`src/rtl/uart_tx_arb_pkg.sv`:
```
// uart_tx_arb_pkg: shared FSM encoding and default timeout for the UART source arbiter
package uart_tx_arb_pkg;
    typedef enum logic [1:0] {IDLE, FETCH, DRAIN} state_t;
    localparam int TIMEOUT_CYC_DEF = 50000;
endpackage

```
`src/rtl/uart_tx_arb_rr_pick.sv`:
```
// rr_pick: combinational round-robin search starting at ptr and wrapping modulo N
module rr_pick #(
    parameter int N = 2,
    parameter int IW = 1
) (
    input  logic [N-1:0]  req,
    input  logic [IW-1:0] ptr,
    output logic [IW-1:0] idx,
    output logic          hit
);
    logic [IW-1:0] cand;
    // scan farthest-first so the candidate nearest to ptr is the last one written
    always_comb begin
        idx = '0;
        cand = '0;
        hit = |req;
        for (int k = N - 1; k >= 0; k--) begin
            cand = IW'((int'(ptr) + k) % N);
            if (req[cand]) idx = cand;
        end
    end
endmodule

```
`src/rtl/uart_tx_arb.sv`:
```
// uart_tx_arb: packet-atomic round-robin arbiter feeding one UART transmitter from N_SRC FIFOs
module uart_tx_arb
    import uart_tx_arb_pkg::*;
#(
    parameter int N_SRC = 2,
    parameter int TIMEOUT_CYC = TIMEOUT_CYC_DEF,
    localparam int IDX_W = $clog2(N_SRC)
) (
    input  logic                 sys_clk,
    input  logic                 sys_rst_n,
    input  logic [N_SRC-1:0]     src_empty,
    input  logic [8*N_SRC-1:0]   src_data,
    input  logic [N_SRC-1:0]     src_last,
    output logic [N_SRC-1:0]     src_rd,
    output logic                 uart_empty,
    input  logic                 uart_ready,
    output logic [7:0]           uart_data,
    output logic                 grant_vld,
    output logic [IDX_W-1:0]     grant_idx,
    output logic                 pkt_done,
    output logic                 timeout_err
);
    localparam int CNT_W = $clog2(TIMEOUT_CYC + 1);
    localparam logic [CNT_W-1:0] CNT_MAX = CNT_W'(TIMEOUT_CYC - 1);

    state_t state, state_nx;
    logic [IDX_W-1:0] rr_ptr, win_idx, next_ptr;
    logic [CNT_W-1:0] tmo_cnt;
    logic [7:0] stage_byte, head_byte;
    logic win_hit, stage_valid, stage_last, head_empty, head_last;
    logic pop, fetch_wait, tmo, grant_start, release_grant, accept;

    rr_pick #(.N(N_SRC), .IW(IDX_W)) u_pick (
        .req (~src_empty),
        .ptr (rr_ptr),
        .idx (win_idx),
        .hit (win_hit)
    );

    assign head_empty    = src_empty[grant_idx];
    assign head_last     = src_last[grant_idx];
    assign head_byte     = src_data[{grant_idx, 3'b000} +: 8];
    assign accept        = uart_ready && stage_valid;
    assign pop           = state == FETCH && !stage_valid && !head_empty;
    assign fetch_wait    = state == FETCH && !stage_valid && head_empty;
    assign tmo           = fetch_wait && tmo_cnt == CNT_MAX;
    assign grant_start   = state == IDLE && !stage_valid && win_hit;
    assign release_grant = tmo || (state == DRAIN && !stage_valid);
    assign next_ptr      = grant_idx == IDX_W'(N_SRC - 1) ? '0 : grant_idx + 1'b1;

    // state register
    always_ff @(posedge sys_clk or negedge sys_rst_n) begin
        if (!sys_rst_n) state <= IDLE;
        else state <= state_nx;
    end

    // next-state: grant on a hit, drain after the last byte, abandon on timeout
    always_comb begin
        state_nx = state;
        case (state)
            IDLE:    state_nx = grant_start ? FETCH : IDLE;
            FETCH:   state_nx = pop && head_last ? DRAIN : tmo ? IDLE : FETCH;
            DRAIN:   state_nx = stage_valid ? DRAIN : IDLE;
            default: state_nx = IDLE;
        endcase
    end

    // outputs: pop strobe for the granted source only, empty flag to the transmitter
    always_comb begin
        src_rd = '0;
        src_rd[grant_idx] = pop;
        uart_empty = ~stage_valid;
    end

    // stage register, transmit hold register, grant bookkeeping and timeout counter
    always_ff @(posedge sys_clk or negedge sys_rst_n) begin
        if (!sys_rst_n) begin
            rr_ptr      <= '0;
            stage_valid <= 1'b0;
            stage_byte  <= '0;
            stage_last  <= 1'b0;
            uart_data   <= '0;
            grant_vld   <= 1'b0;
            grant_idx   <= '0;
            pkt_done    <= 1'b0;
            timeout_err <= 1'b0;
            tmo_cnt     <= '0;
        end else begin
            pkt_done    <= accept && stage_last;
            timeout_err <= tmo;
            if (accept) begin
                uart_data   <= stage_byte;
                stage_valid <= 1'b0;
            end
            if (pop) begin
                stage_byte  <= head_byte;
                stage_last  <= head_last;
                stage_valid <= 1'b1;
                tmo_cnt     <= '0;
            end else if (fetch_wait) begin
                tmo_cnt <= tmo ? '0 : tmo_cnt + 1'b1;
            end
            if (grant_start) begin
                grant_idx <= win_idx;
                grant_vld <= 1'b1;
                tmo_cnt   <= '0;
            end
            if (release_grant) begin
                grant_vld <= 1'b0;
                rr_ptr    <= next_ptr;
            end
        end
    end
endmodule

```
`config.mk`:
```
export PLATFORM = sky130hd
export DESIGN_NAME = uart_tx_arb
export DESIGN_NICKNAME = d
export VERILOG_FILES = /design/src/rtl/uart_tx_arb_pkg.sv /design/src/rtl/uart_tx_arb_rr_pick.sv /design/src/rtl/uart_tx_arb.sv
export SDC_FILE = /design/constraint.sdc
export NUM_CORES = 1
export LEC_CHECK = 0
export BUFFER_PORTS_ARGS = -buffer_cell sky130_fd_sc_hd__buf_2
export CAP_MARGIN = 0
export CORE_UTILIZATION = 32
export DETAILED_ROUTE_END_ITERATION = 6
export HOLD_SLACK_MARGIN = 0.15
export PLACE_DENSITY_LB_ADDON = 0.3
export RECOVER_POWER = 100
export SYNTH_ARGS = -nofsm -noshare
export SYNTH_HDL_FRONTEND = slang
export SYNTH_HIERARCHICAL = 1
export SYNTH_SLANG_ARGS = --single-unit
```
`constraint.sdc`:
```
create_clock -name sys_clk -period 2.32 [get_ports sys_clk]
set_clock_uncertainty 0.15 [all_clocks]
set_input_delay 0.116 -clock sys_clk [delete_from_list [all_inputs] [get_ports sys_clk]]
set_output_delay 0.116 -clock sys_clk [all_outputs]
set_load 0.03 [all_outputs]
```
# Yosys cells after proc, flatten, opt, wreduce, memory -nomap -nowiden
# Cells that the tools add are included.
dict set report op_classes {
  add_sub_neg 3
  n_lt_le_gt_ge 4
  n_eq_ne 3
  shift 1
  muxes 26
  bitwise 3
  reduce_logical 19
}
# operator count
set op_table {}
lappend op_table {{16-bit two-way mux} 4}
lappend op_table {{1-bit two-way mux} 18}
lappend op_table {{16-bit by 1-bit adder with 16-bit output, second input constant} 1}
lappend op_table {{16-bit equality test, second input constant} 1}
lappend op_table {{16-bit by 5-bit indexed part select with 8-bit output} 1}
lappend op_table {{1-bit logical AND} 11}
lappend op_table {{1-bit by 2-bit less-than comparator with 1-bit output, second input constant} 3}
lappend op_table {{2-bit one-hot mux with 3 select lines} 1}
lappend op_table {{2-bit two-way mux} 2}
lappend op_table {{2-bit nonzero test} 2}
lappend op_table {{3-bit nonzero test} 1}
lappend op_table {{1-bit adder, second input constant} 2}
lappend op_table {{2-bit AND} 1}
lappend op_table {{2-bit by 1-bit equality test with 1-bit output, second input constant} 1}
lappend op_table {{2-bit equality test, second input constant} 1}
lappend op_table {{1-bit logical NOT} 2}
lappend op_table {{2-bit logical NOT} 1}
lappend op_table {{2-bit NOT} 1}
lappend op_table {{2-bit OR reduction} 1}
lappend op_table {{1-bit demux with 1-bit select} 1}
lappend op_table {{1-bit >= comparator, second input constant} 1}
lappend op_table {{1-bit logical OR} 1}
lappend op_table {{1-bit NOT} 1}
dict set report word_totals {
  register_bits 41
  in_bits 23
  out_inout_bits 15
  word_cells 70
}

# Longest topological paths before layout
# Gate-level depths: netlist (run 1).
dict set report logic_depth {
  ltp_word 8
  depth_mapped 7
  mapped_depth_nobuf 6
}

# By module
# The synthesis (run 1) kept the hierarchy.
# mod instances cells_each area_per_inst_um2
set by_module_without_submodules {}
lappend by_module_without_submodules {uart_tx_arb 1 197 1986.9}
lappend by_module_without_submodules {rr_pick 1 3 17.5}

# Worst setup path after synthesis (run 1)
# No wires, ideal clock.
dict set report synth_timing {
  path_type {flip-flop to flip-flop}
  start {reg stage_valid}
  end {reg stage_byte[0]}
  arrival_time_ns 1.877
  t_required_ns 2.102
  slack_ns 0.224
  path_stages_with_launch 7
  path_buffers 2
  period_less_slack_ns 2.096
  path_cell_list {dfrtp_1 > buf_6 > or3b_1 > clkbuf_2 > nor3_2 > a22oi_1 > nand2_1}
}
dict set report synth_via {
  elab_chain_len 3
}
# element line_no
set synth_lines {}
lappend synth_lines {{from (decl)} uart_tx_arb.sv:30} ;# logic win_hit, stage_valid, stage_last, head_empty, head_last;
lappend synth_lines {{from (signal assigned)} uart_tx_arb.sv:79} ;# stage_valid <= 1'b0;
lappend synth_lines {{from (signal assigned)} uart_tx_arb.sv:93} ;# stage_valid <= 1'b0;
lappend synth_lines {{from (signal assigned)} uart_tx_arb.sv:98} ;# stage_valid <= 1'b1;
lappend synth_lines {{1-bit logical NOT} uart_tx_arb.sv:44} ;# assign pop = state == FETCH && !stage_valid && !head_empty;
lappend synth_lines {{1-bit logical AND (2 in a row)} uart_tx_arb.sv:44}
lappend synth_lines {{to (signal assigned)} uart_tx_arb.sv:96} ;# stage_byte <= head_byte;
lappend synth_lines {{to (decl)} uart_tx_arb.sv:29} ;# logic [7:0] stage_byte, head_byte;
# No other way between the ends.
# A chain may end at the register's enable or synchronous reset.

# Final worst setup path (run 1)
dict set report layout_timing {
  start {reg stage_valid}
  end {reg stage_byte[1]}
}
# Same word-level chain as after synthesis.

==> results.txt, run 1 <==
The synthesized netlist net count came out at 224. In this run the worst path has a maximum fanout of 9. The count of warnings emitted by yosys came out at 6. The internal cell power came out at 1.66 mW.

The tightest min-delay check is of the in2reg type. Relative to the synthesized area, the layout overhead comes to 32.0%. CTS placed an instance of sky130_fd_sc_hd__clkbuf_8 at the clock tree root. The final wirelength came out at 4.95 mm. The clock buffer count from CTS came out at 5. The share of total power in the clock network is 22.4%.

The share of the yosys chip area belonging to registers is 51.2%. The share of async-settable or async-resettable flops after synthesis came out at 100%. The relative slew slack came out at 33.5%. Setup total negative slack on the finished layout was measured at 0 ps. Among all flip-flop cells after synthesis, the most frequent one is sky130_fd_sc_hd__dfrtp_1. The maximum clock rate is 0.447 GHz. The final number of hold-violating endpoints came out at 0.

The post-DP HPWL is 3.27 mm. The flip-flop and latch count after synthesis is 41. Sequential cells burn 39.3% of the power. The via count of the routed design came out at 1787. The proportion of total power due to net switching came out at 39.5%. The overall die width is 81.1 um. In this run, synthesis inferred 0 flip-flops with an integrated enable. The via count of the first global-routing pass is 1859. By count the netlist is led by 41 x sky130_fd_sc_hd__dfrtp_1, 31 x sky130_fd_sc_hd__nand2_1, 13 x sky130_fd_sc_hd__nor2_1. The TritonCTS clock tree is built. The fraction of layout cells with a size suffix above 1 is 19.6%.

The clock-pin slew on the worst setup and hold paths came out at 80 ps. The area of the core came out at 5990 sq um. The number of sinks driven by the clock tree is 41. The endpoint required time on the critical path came out at 2410 ps. The kind of cell with the highest combined delay along the critical path is simple AND/OR/NAND/NOR gates.

The floorplan die area is 6580 sq um. After detailed routing, the average wire length per cell comes to 14.3 um. The total power per unit cell area is 1040 nW/um^2. The most frequent cell on the critical path is sky130_fd_sc_hd__nand2_1.

The number of violations reported at the end of detailed-routing iteration 0 came out at 106. The worst-path cell with the longest stage delay is sky130_fd_sc_hd__dlygate4sd3_1. STA classifies the critical path startpoint as a flip-flop. The final period demand of the worst path came out at 2240 ps. For the worst-skew pair, the clock arrives at the later sink with an insertion delay of 300 ps. The count of mapped cells out of synthesis came out at 200. The first-pass detailed-route iteration total is 4. The most common cell in the synthesized netlist is sky130_fd_sc_hd__dfrtp_1. The worst-case IR drop observed on VDD is 0.000704 V. Across every metal layer, demand over resource in global routing totals 17.3%.

The count of nets left with antenna violations after detail routing came out at 0. The number of buffer and inverter instances along the worst setup path is 2. The worst setup path is captured at a flip-flop. The share of Yosys cell area claimed by the top area cell type is 51.2%.

In the routed design, unresolved DRC markers number 0. The worst setup path is of the reg2reg kind. The site row count is 28. The net count of the finished layout is 294. The final period utilization is 96.4%.

The vertical extent of the die came out at 81.1 um. The max-capacitance violation count is 0. The filler cell count in the final layout is 562. The mean post-synth cell area came out at 10.0 sq um.

The core occupancy in the finished layout is 44.2%. The total standard cell area after synthesis is 2000 sq um. The pin count of the biggest net entering global routing is 42. The completed layout was analyzed and its total power is 2.74 mW.

The maximum clock insertion buffer count came out at 2. Traced cell by cell, the critical path runs through or3b_1, buf_2, nor3b_2, nand2_1, dlygate4sd3_1, nand2_1. The biggest area contributor in the post-synthesis netlist is sky130_fd_sc_hd__dfrtp_1.

The tightest hold margin is 203 ps. The H-tree depth came out at 2. The biggest cell delay along the critical path is 560 ps. The measured slew at the worst slew-check pin came out at 998 ps. The number of antenna violations at the first check in global routing is 0. The aggregate global routing overflow came out at 0. The final count of negative-setup-slack endpoints is 0. The first global-routing pass estimated 8.61 mm of wire. The number of distinct library cell variants in the gate-level netlist after synthesis is 49. Combinational logic is responsible for 38.3% of the overall power. The I/O pin count is 38. Setup repair after global routing left no endpoint under its margin.

The data arrival time of the critical path came out at 2320 ps. The number of pins with negative max-slew slack in the final report is 0. The number of vias per cell is 5.16. The post-placement cell count is 314. The starting utilization of the core area is 33.5%. The antenna diode count came out at 0. The switching power of the nets came out at 1.08 mW. The count of input and output buffers is 37. The non-filler instance count after layout came out at 346. The static leakage came out at 1.16 nW. The run finished with clean final reports. By area the synthesized netlist is led by sky130_fd_sc_hd__dfrtp_1 51%, sky130_fd_sc_hd__nand2_1 5.8%, sky130_fd_sc_hd__mux2_2 5.1%. At the end of routability-driven placement, the weighted congestion stood at 0.852.
worst reg2reg max path, stage by stage, from the launching register on:
cell                            delay [ps]
sky130_fd_sc_hd__dfrtp_1               460
sky130_fd_sc_hd__or3b_1                410
sky130_fd_sc_hd__buf_2                 170
sky130_fd_sc_hd__nor3b_2               290
sky130_fd_sc_hd__nand2_1                90
sky130_fd_sc_hd__dlygate4sd3_1         560
sky130_fd_sc_hd__nand2_1                60
cells in the final DEF (no fill, tap or decap), types with 6 or more instances in the layout:
master                          instances
sky130_fd_sc_hd__dlygate4sd3_1         24
sky130_fd_sc_hd__nand2_1               31
sky130_fd_sc_hd__a31oi_1                7
sky130_fd_sc_hd__buf_2                 22
sky130_fd_sc_hd__o21ai_0                6
sky130_fd_sc_hd__nand4_1                7
sky130_fd_sc_hd__dfrtp_1               41
sky130_fd_sc_hd__a22oi_1                8
sky130_fd_sc_hd__nand3_1                8
sky130_fd_sc_hd__nor2_1                13
sky130_fd_sc_hd__clkbuf_8               6
sky130_fd_sc_hd__clkbuf_1              15
sky130_fd_sc_hd__mux2_2                 9
sky130_fd_sc_hd__inv_1                  7
power by group through the flow:
| stage | clock network [mW] | registers (mW) | logic, mW |
|---|---|---|---|
| after floorplan | 0 | 1.19 | 0.610 |
| after detailed placement | 0 | 1.09 | 1.06 |
| final | 0.615 | 1.08 | 1.05 |
| after CTS | 0.629 | 1.08 | 1.10 |
| after global placement | 0 | 1.09 | 1.05 |
| after global routing | 0.663 | 1.11 | 1.16 |
cell families after synthesis:
logic type	share of synthesized area (%)
buffers and inverters	3.12
adder cells (fa/ha/maj)	0.624
flip-flops	51.2
AO/OA/AOI/OAI	12.6
AND/OR/NAND/NOR	23.8
XOR/XNOR	2.62
multiplexers	6.06
registers in the layout, summed over array words and instances, names as in the netlist:
signal and count:
tmo_cnt 16, stage_byte 8, uart_data 8, state 2
grant_idx 1, grant_vld 1, pkt_done 1, rr_ptr 1
stage_last 1, stage_valid 1, timeout_err 1
repair_timing:
action | in CTS | in global routing
resized for setup | 0 | 0
hold buffers | 24 | 0
endpoints found under the hold margin | 55 | 0
setup buffers | 0 | 0
worst paths after layout:
kind                             start            end  depth (start not counted)  slack [ps]
max                        stage_valid  stage_byte[1]                          6          80
min                        src_last[1]       state[0]                          4         200
max reg2reg                stage_valid  stage_byte[1]                          6          80
min reg2reg                 stage_last     stage_last                          2         350
max in group asynchronous    sys_rst_n  stage_byte[1]                          2        1040
min in group asynchronous    sys_rst_n    tmo_cnt[14]                          2         360
through the flow:
step / instance area (sq um) / worst slack, ps
after floorplan: 2000 / 224
after global placement: 2310 / 357
after detailed placement: 2310 / 318
after CTS: 2680 / 107
after global routing: 2650 / 22.3
final: 2650 / 84.2
metal layers:
metal | up-vias | global-route usage [%] | part of all wire, %
li1 | 877 | - | -
met1 | 856 | 21.9 | 46
met2 | 48 | 28.2 | 48
met3 | 6 | 4.38 | 5.2
met4 | 0 | 6.96 | 0.83
met5 | - | 0 | 0
area by class of cell:
type	instances	area, sq um	area share (%)
Tap cell	75	93.8	3.55
Clock buffer	6	82.6	3.12
Sequential cell	41	1030	38.8
Clock inverter	2	37.5	1.42
Multi-Input combinational cell	145	916	34.6
Timing Repair Buffer	70	464	17.5
Inverter	7	26.3	0.993
Note: power is estimated with default switching activity, not from simulation.
==> run 2, diff against run 1 <==
--- a/config.mk
+++ b/config.mk
@@ -7,7 +7,7 @@
 export LEC_CHECK = 0
 export BUFFER_PORTS_ARGS = -buffer_cell sky130_fd_sc_hd__buf_2
 export CAP_MARGIN = 0
-export CORE_UTILIZATION = 32
+export CORE_UTILIZATION = 44
 export DETAILED_ROUTE_END_ITERATION = 6
 export HOLD_SLACK_MARGIN = 0.15
 export PLACE_DENSITY_LB_ADDON = 0.3
==> constraint.sdc (replaced) <==
create_clock -name sys_clk -period 2.45 [get_ports sys_clk]
set_clock_uncertainty 0.15 [all_clocks]
set_input_delay 0.1225 -clock sys_clk [delete_from_list [all_inputs] [get_ports sys_clk]]
set_output_delay 0.1225 -clock sys_clk [all_outputs]
set_load 0.03 [all_outputs]
==> results.txt, run 2 (synthesis gave the netlist of run 1 again) <==
Counting instances, the worst hold path has a depth of 4. The via count of the first global-routing pass came out at 1673. Measured on the finished design, the core utilization comes to 60.4%.

The relative area change from synthesis to final layout came out at 31.1%. In this run, flip-flops and latches consume 39.1% of the power. The instance area after placement is 2260 sq um. The register with the most flip-flops in the final layout is tmo_cnt. The flip-flop count of the largest register, all copies and words added came out at 16. The routability congestion estimate from global placement came out at 0.847.

The fraction of layout cells with a size suffix above 1 is 17.8%. The overall die width is 69.5 um. For this configuration, the core starts out at a cell density of 46.0%. In this run the standard cell core region covers 4350 sq um. The number of sinks driven by the clock tree is 41. The final count of negative-setup-slack endpoints came out at 0. The first-pass detailed-route iteration total came out at 4.

The commonest non-fill, non-tap cell in the layout is sky130_fd_sc_hd__dfrtp_1. The maximum clock rate came out at 0.438 GHz. Summed over all nets, the half-perimeter wirelength after detailed placement is 3.07 mm. The number of violations reported at the end of detailed-routing iteration 0 is 87.

The aggregate global routing overflow came out at 0. The largest registers in the layout are tmo_cnt x16, stage_byte x8, uart_data x8. The tightest hold margin came out at 235 ps. The endpoint required time on the critical path is 2540 ps. The cell at the root of the clock tree is sky130_fd_sc_hd__clkbuf_8. In this run the tool buffered the top-level ports with 37 buffer cells. The TritonCTS clock tree is built.

The biggest cell delay along the critical path is 560 ps. Setup repair after global routing left no endpoint under its margin. The tightest min-delay check is of the in2reg type. The post-route cell area is 2630 sq um. Data on the critical path arrives at its endpoint at 2370 ps. The static leakage came out at 1.15 nW.

In this run the remaining antenna-violating nets after routing total 0. The type of the setup path with the least slack is reg2reg. The reg2reg setup slack is 170 ps. The proportion of total power due to net switching came out at 38.3%.

Buffers inserted during clock tree synthesis total 5. The site row count came out at 24. In the layout the commonest cells are 41 x sky130_fd_sc_hd__dfrtp_1, 31 x sky130_fd_sc_hd__nand2_1, 27 x sky130_fd_sc_hd__dlygate4sd3_1. The relative slew slack is 34.0%.

The clock latency on the worst-skew pair is 290 ps. The number of cells traversed by the worst register-to-register path is 6. The final layout contains routed wiring with a total length of 4.64 mm.

The internal cell power is 1.61 mW. For this run, design rule violations remaining after detail routing come to 0. The number of vias per cell came out at 5.55. The origin of the critical flop-to-flop path is stage_valid.

The final period utilization is 93.1%. The number of pins with negative max-slew slack in the final report came to 0. The share of total power dissipated in combinational logic is 39.4%. In this run the worst path has a maximum fanout of 9.

For hold timing, the worst endpoint is grant_idx. After layout, the minimum clock period comes to 2280 ps. The cell that appears most often on the critical path is sky130_fd_sc_hd__nand2_1.

Entering global routing, the biggest net connects 42 pins. The clock-pin slew on the worst setup and hold paths came out at 80 ps. The signal on the critical path passes through or3b_4, nor3b_4, buf_4, nand2_1, dlygate4sd3_1, nand2_1. The filler cell count in the final layout came out at 351. The number of antenna violations at the first check in global routing came out at 0.

The share of total power in the clock network came out at 21.4%. The peak ir drop on the vdd network is 0.000590 V. The repair_antennas step left the layout with diodes totalling 0. The net total in the final layout came out at 293. In this run the most critical hold path is launched from src_empty[1]. STA classifies the critical path endpoint as a flip-flop. The max-capacitance violation count is 0.

The I/O pin count is 38. At the pin with the least slew margin, the transition time is 989 ps. The first global-routing pass estimated 7.78 mm of wire. The final number of hold-violating endpoints is 0.

The maximum clock insertion buffer count came out at 2. The global-route total usage across every layer came out at 20.5%. The setup TNS is 0 ps. In this run the critical register-to-register path is captured at stage_byte[6]. The average routed wire per standard cell is 14.4 um. The total power per unit cell area came out at 995 nW/um^2.

The vertical extent of the die came out at 69.5 um. STA classifies the critical path startpoint as a flip-flop. The floorplan die area is 4830 sq um. The number of setup buffers added after CTS is 0.

The H-tree depth came out at 2. The run finished with clean final reports. The switching power of the nets came out at 1.00 mW. The detailed router placed 1786 vias in this run. The worst-path cell with the longest stage delay is sky130_fd_sc_hd__dlygate4sd3_1.
## run 2: changes by cell type in the layout (fill, tap and decap cells not counted)
cell                            change
sky130_fd_sc_hd__or2_1              -1
sky130_fd_sc_hd__clkinvlp_4         -1
sky130_fd_sc_hd__dlygate4sd3_1      +3
sky130_fd_sc_hd__or3b_4             +1
sky130_fd_sc_hd__nor3b_2            -1
sky130_fd_sc_hd__clkbuf_1           +2
sky130_fd_sc_hd__buf_2              -1
sky130_fd_sc_hd__or3b_1             -1
sky130_fd_sc_hd__or2_0              +1
sky130_fd_sc_hd__clkbuf_2           -3
sky130_fd_sc_hd__buf_4              -1
sky130_fd_sc_hd__nor3b_4            +1
## run 2: power groups by stage
stage	clock network, mW	logic (mW)	registers [mW]
finish	0.561	1.03	1.02
global route	0.599	1.13	1.05
CTS	0.572	1.04	1.02
detailed placement	0	0.946	1.03
global placement	0	0.933	1.02
floorplan	0	0.578	1.13
## run 2: worst max-delay path by stage
stage / startpoint / to / slack, ps / cells after the start
detailed placement: stage_valid / tmo_cnt[3] / 280 / 4
global route: stage_valid / stage_byte[2] / 30 / 6
global placement: stage_valid / tmo_cnt[6] / 350 / 4
finish: stage_valid / stage_byte[6] / 170 / 6
floorplan: stage_valid / stage_byte[0] / 350 / 6
CTS: stage_valid / stage_byte[1] / 90 / 6
## run 2: timing repair
item	in CTS	in global routing
hold buffers	27	0
gates resized for setup	0	2
hold endpoints to repair	55	0
setup endpoints to repair	0	7
## run 2: per-layer routing
metal  GRT usage (%)  vias to the layer above  part of all wire [%]
li1                -                      876                     -
met1            27.8                      860                    47
met2            33.1                       46                    48
met3            4.80                        4                   4.2
met4            5.44                        0                  0.86
met5               0                        -                     0
## run 2: cell type report
type | count | area [sq um] | share of cell area, %
sequential | 41 | 1030 | 39.0
multi-input combinational | 145 | 925 | 35.2
clock buffer | 7 | 86.3 | 3.28
clock inverter | 1 | 30.0 | 1.14
inverter | 7 | 26.3 | 1.00
timing repair buffer | 69 | 470 | 17.9
tap | 52 | 65.1 | 2.48
## run 2: stage by stage
stage,setup slack (ps),std cells,power [mW]
2_1_floorplan,354,200,1.71
5_1_grt,34.1,322,2.79
4_1_cts,93.5,322,2.63
3_5_place_dp,279,287,1.98
3_3_place_gp,350,287,1.96
6_report,169,322,2.62
## run 2: worst max-delay path, delay by kind of cell, from the launching register on
family | cells | cell delay, ps
buffers and inverters | 2 | 760
AND/OR/NAND/NOR | 4 | 850
flip-flops | 1 | 470
==> run 3, diff against run 2 <==
==> constraint.sdc (replaced) <==
create_clock -name sys_clk -period 2.45 [get_ports sys_clk]
set_clock_uncertainty 0.15 [all_clocks]
set_input_delay 0.3675 -clock sys_clk [delete_from_list [all_inputs] [get_ports sys_clk]]
set_output_delay 0.3675 -clock sys_clk [all_outputs]
set_load 0.03 [all_outputs]
==> results.txt, run 3 (synthesis gave the netlist of run 1 again) <==
The largest registers in the layout are tmo_cnt x16, stage_byte x8, uart_data x8. The total overflow left after global routing is 0. The area of the core came out at 4350 sq um. The post-placement cell count came out at 287. Across all hold checks on the routed design, the worst slack comes to 162 ps. The post-DP HPWL is 3.22 mm. After clock tree synthesis, the setup repair step added 0 buffers. The number of sinks driven by the clock tree is 41.

The worst slack at placement is 214 ps. Clock latency on the worst-skew pair, taken at its later pin, is 290 ps. The family of cells with the greatest summed delay on the critical path is simple AND/OR/NAND/NOR gates. The measured slew at the worst slew-check pin is 987 ps. After layout, the worst setup slack is 199 ps. The global-route wire length before repair came out at 7.82 mm. In the routed layout, each cell is associated on average with a via count of 5.64. The setup TNS came out at 0 ps.

The maximum fanout count along the critical path came out at 9. The relative area change from synthesis to final layout is 22.1%. VDD sags by at most 0.000549 V.

The clock-pin slew on the worst setup and hold paths came out at 70 ps. The worst hold path belongs to the class in2reg. Setup violations remaining at the end of the flow were counted as 0.

In the finished design, the share of the clock period the worst path needs comes to 91.9%. Traced cell by cell, the critical path runs through or3b_1, nor3b_2, clkbuf_2. The site row count came out at 24. The register with the most flip-flops in the layout has 16 of them. The count of buffers added on input and output ports is 37. The clock buffer count from CTS is 5.

The setup path with the least slack is of type reg2out. The flow ran to the end, and the final reports show no timing, DRC or antenna violations. The number of antenna violations at the first check in global routing is 0. In the routed design, unresolved DRC markers number 0. TritonCTS built the clock tree. The antenna diode count came out at 0. STA classifies the critical path endpoint as an output port. The worst setup path is launched from a flip-flop.

Ranked by flip-flop count, first place goes to tmo_cnt. Dividing the detail-routed wire length by the instance count gives 14.8 um. The starting utilization of the core area came out at 46.0%. The number of buffer and inverter instances along the worst setup path came out at 1. The I/O pin count came out at 38.

The pin count of the biggest net entering global routing came out at 42. The total power per unit cell area came out at 1020 nW/um^2. The first-pass detailed-route iteration total came out at 4.

At the end of routability-driven placement, the weighted congestion stood at 0.851. The relative slew slack is 34.2%. At the end of the flow, the number of nets in the layout was 276. The final wirelength is 4.51 mm. For the worst setup path, the data required time is 1930 ps. The number of violations reported at the end of detailed-routing iteration 0 came out at 155.

The via count of the first global-routing pass is 1709. The global-route total usage across every layer is 20.6%. The static leakage came out at 1.08 nW. Setup repair after global routing left no endpoint under its margin. The cell at the root of the clock tree is sky130_fd_sc_hd__clkbuf_8. The number of pins with negative max-slew slack in the final report came out at 0.

The fraction of layout cells with a size suffix above 1 is 18.6%. The overall die width is 69.5 um. Static timing analysis puts the maximum clock frequency at 0.444 GHz. The final number of hold-violating endpoints came out at 0. The floorplan die area came out at 4830 sq um.

The final period demand of the worst path came out at 2250 ps. The top cell types in the final layout, fill and taps aside, are 41 x sky130_fd_sc_hd__dfrtp_1, 31 x sky130_fd_sc_hd__nand2_1, 20 x sky130_fd_sc_hd__buf_2. The biggest cell delay along the critical path is 510 ps. The commonest non-fill, non-tap cell in the layout is sky130_fd_sc_hd__dfrtp_1. The worst-path cell with the longest stage delay is sky130_fd_sc_hd__or3b_1. The count of nets left with antenna violations after detail routing came out at 0. The vertical extent of the die is 69.5 um. The data arrival time of the critical path came out at 1730 ps. The final route contains 1721 vias. The H-tree generated during clock tree synthesis spans 2 levels. The non-filler instance count after layout came out at 305.

In this run the deepest clock path goes through 2 buffers. The tool flagged a number of max-cap violations equal to 0.
[run 3: cell types whose count changed in the layout (fill, tap and decap cells not counted)]
cell,delta
sky130_fd_sc_hd__dlygate4sd3_1,-17
sky130_fd_sc_hd__or2_1,+1
sky130_fd_sc_hd__nor3b_4,-1
sky130_fd_sc_hd__nor3b_2,+1
sky130_fd_sc_hd__or3b_4,-1
sky130_fd_sc_hd__buf_4,-1
sky130_fd_sc_hd__or2_0,-1
sky130_fd_sc_hd__clkbuf_2,+2
sky130_fd_sc_hd__buf_2,-1
sky130_fd_sc_hd__or3b_1,+1
[run 3: final timing paths]
path / from / slack (ps) / depth (start not counted) / to
max: stage_valid / 200 / 3 / src_rd[1]
min: src_data[3] / 160 / 3 / stage_byte[3]
max reg2reg: stage_valid / 260 / 4 / tmo_cnt[5]
min reg2reg: stage_last / 340 / 2 / stage_last
max in group asynchronous: sys_rst_n / 920 / 2 / uart_data[4]
min in group asynchronous: sys_rst_n / 620 / 2 / tmo_cnt[10]
[run 3: area by class of cell]
class	count	area, sq um
Sequential cell	41	1030
Clock buffer	7	86.3
Clock inverter	1	30.0
Tap cell	52	65.1
Timing Repair Buffer	52	298
Fill cell	380	1910
Multi-Input combinational cell	145	916
Inverter	7	26.3
[run 3: worst min-delay path, delay by kind of cell]
kind	cells	cell delay (ps)
AO/OA/AOI/OAI	1	60
AND/OR/NAND/NOR	1	60
buffers and inverters	1	80
[run 3: metal layers]
metal	vias to the layer above	share of wire [%]	global-route usage (%)	routed length, um
li1	836	-	-	-
met1	838	46	27.0	2060
met2	42	49	34.6	2210
met3	5	4.2	4.36	191
met4	0	1.1	5.44	49
met5	-	0	0	0
[run 3: repair_timing]
| item | in CTS | in global routing |
|---|---|---|
| resized for setup | 0 | 0 |
| hold endpoints to repair | 50 | 0 |
| hold buffers | 10 | 0 |
[run 3: per-stage QoR]
stage               area [sq um]  utilization [%]  total power [mW]
floorplan                   2000                -              1.71
CTS                         2470             56.8              2.56
finish                      2450             56.2              2.50
detailed placement          2260             51.8              1.99
global placement            2260             51.8              1.96
global route                2450             56.2              2.69
[run 3: power breakdown]
part / leakage (nW) / internal (mW) / total [mW] / switching [mW]
Sequential: 0.533 / 0.869 / 1.02 / 0.151
Clock: 0.0585 / 0.332 / 0.550 / 0.218
Combinational: 0.492 / 0.328 / 0.928 / 0.599
Total: 1.08 / 1.53 / 2.50 / 0.968
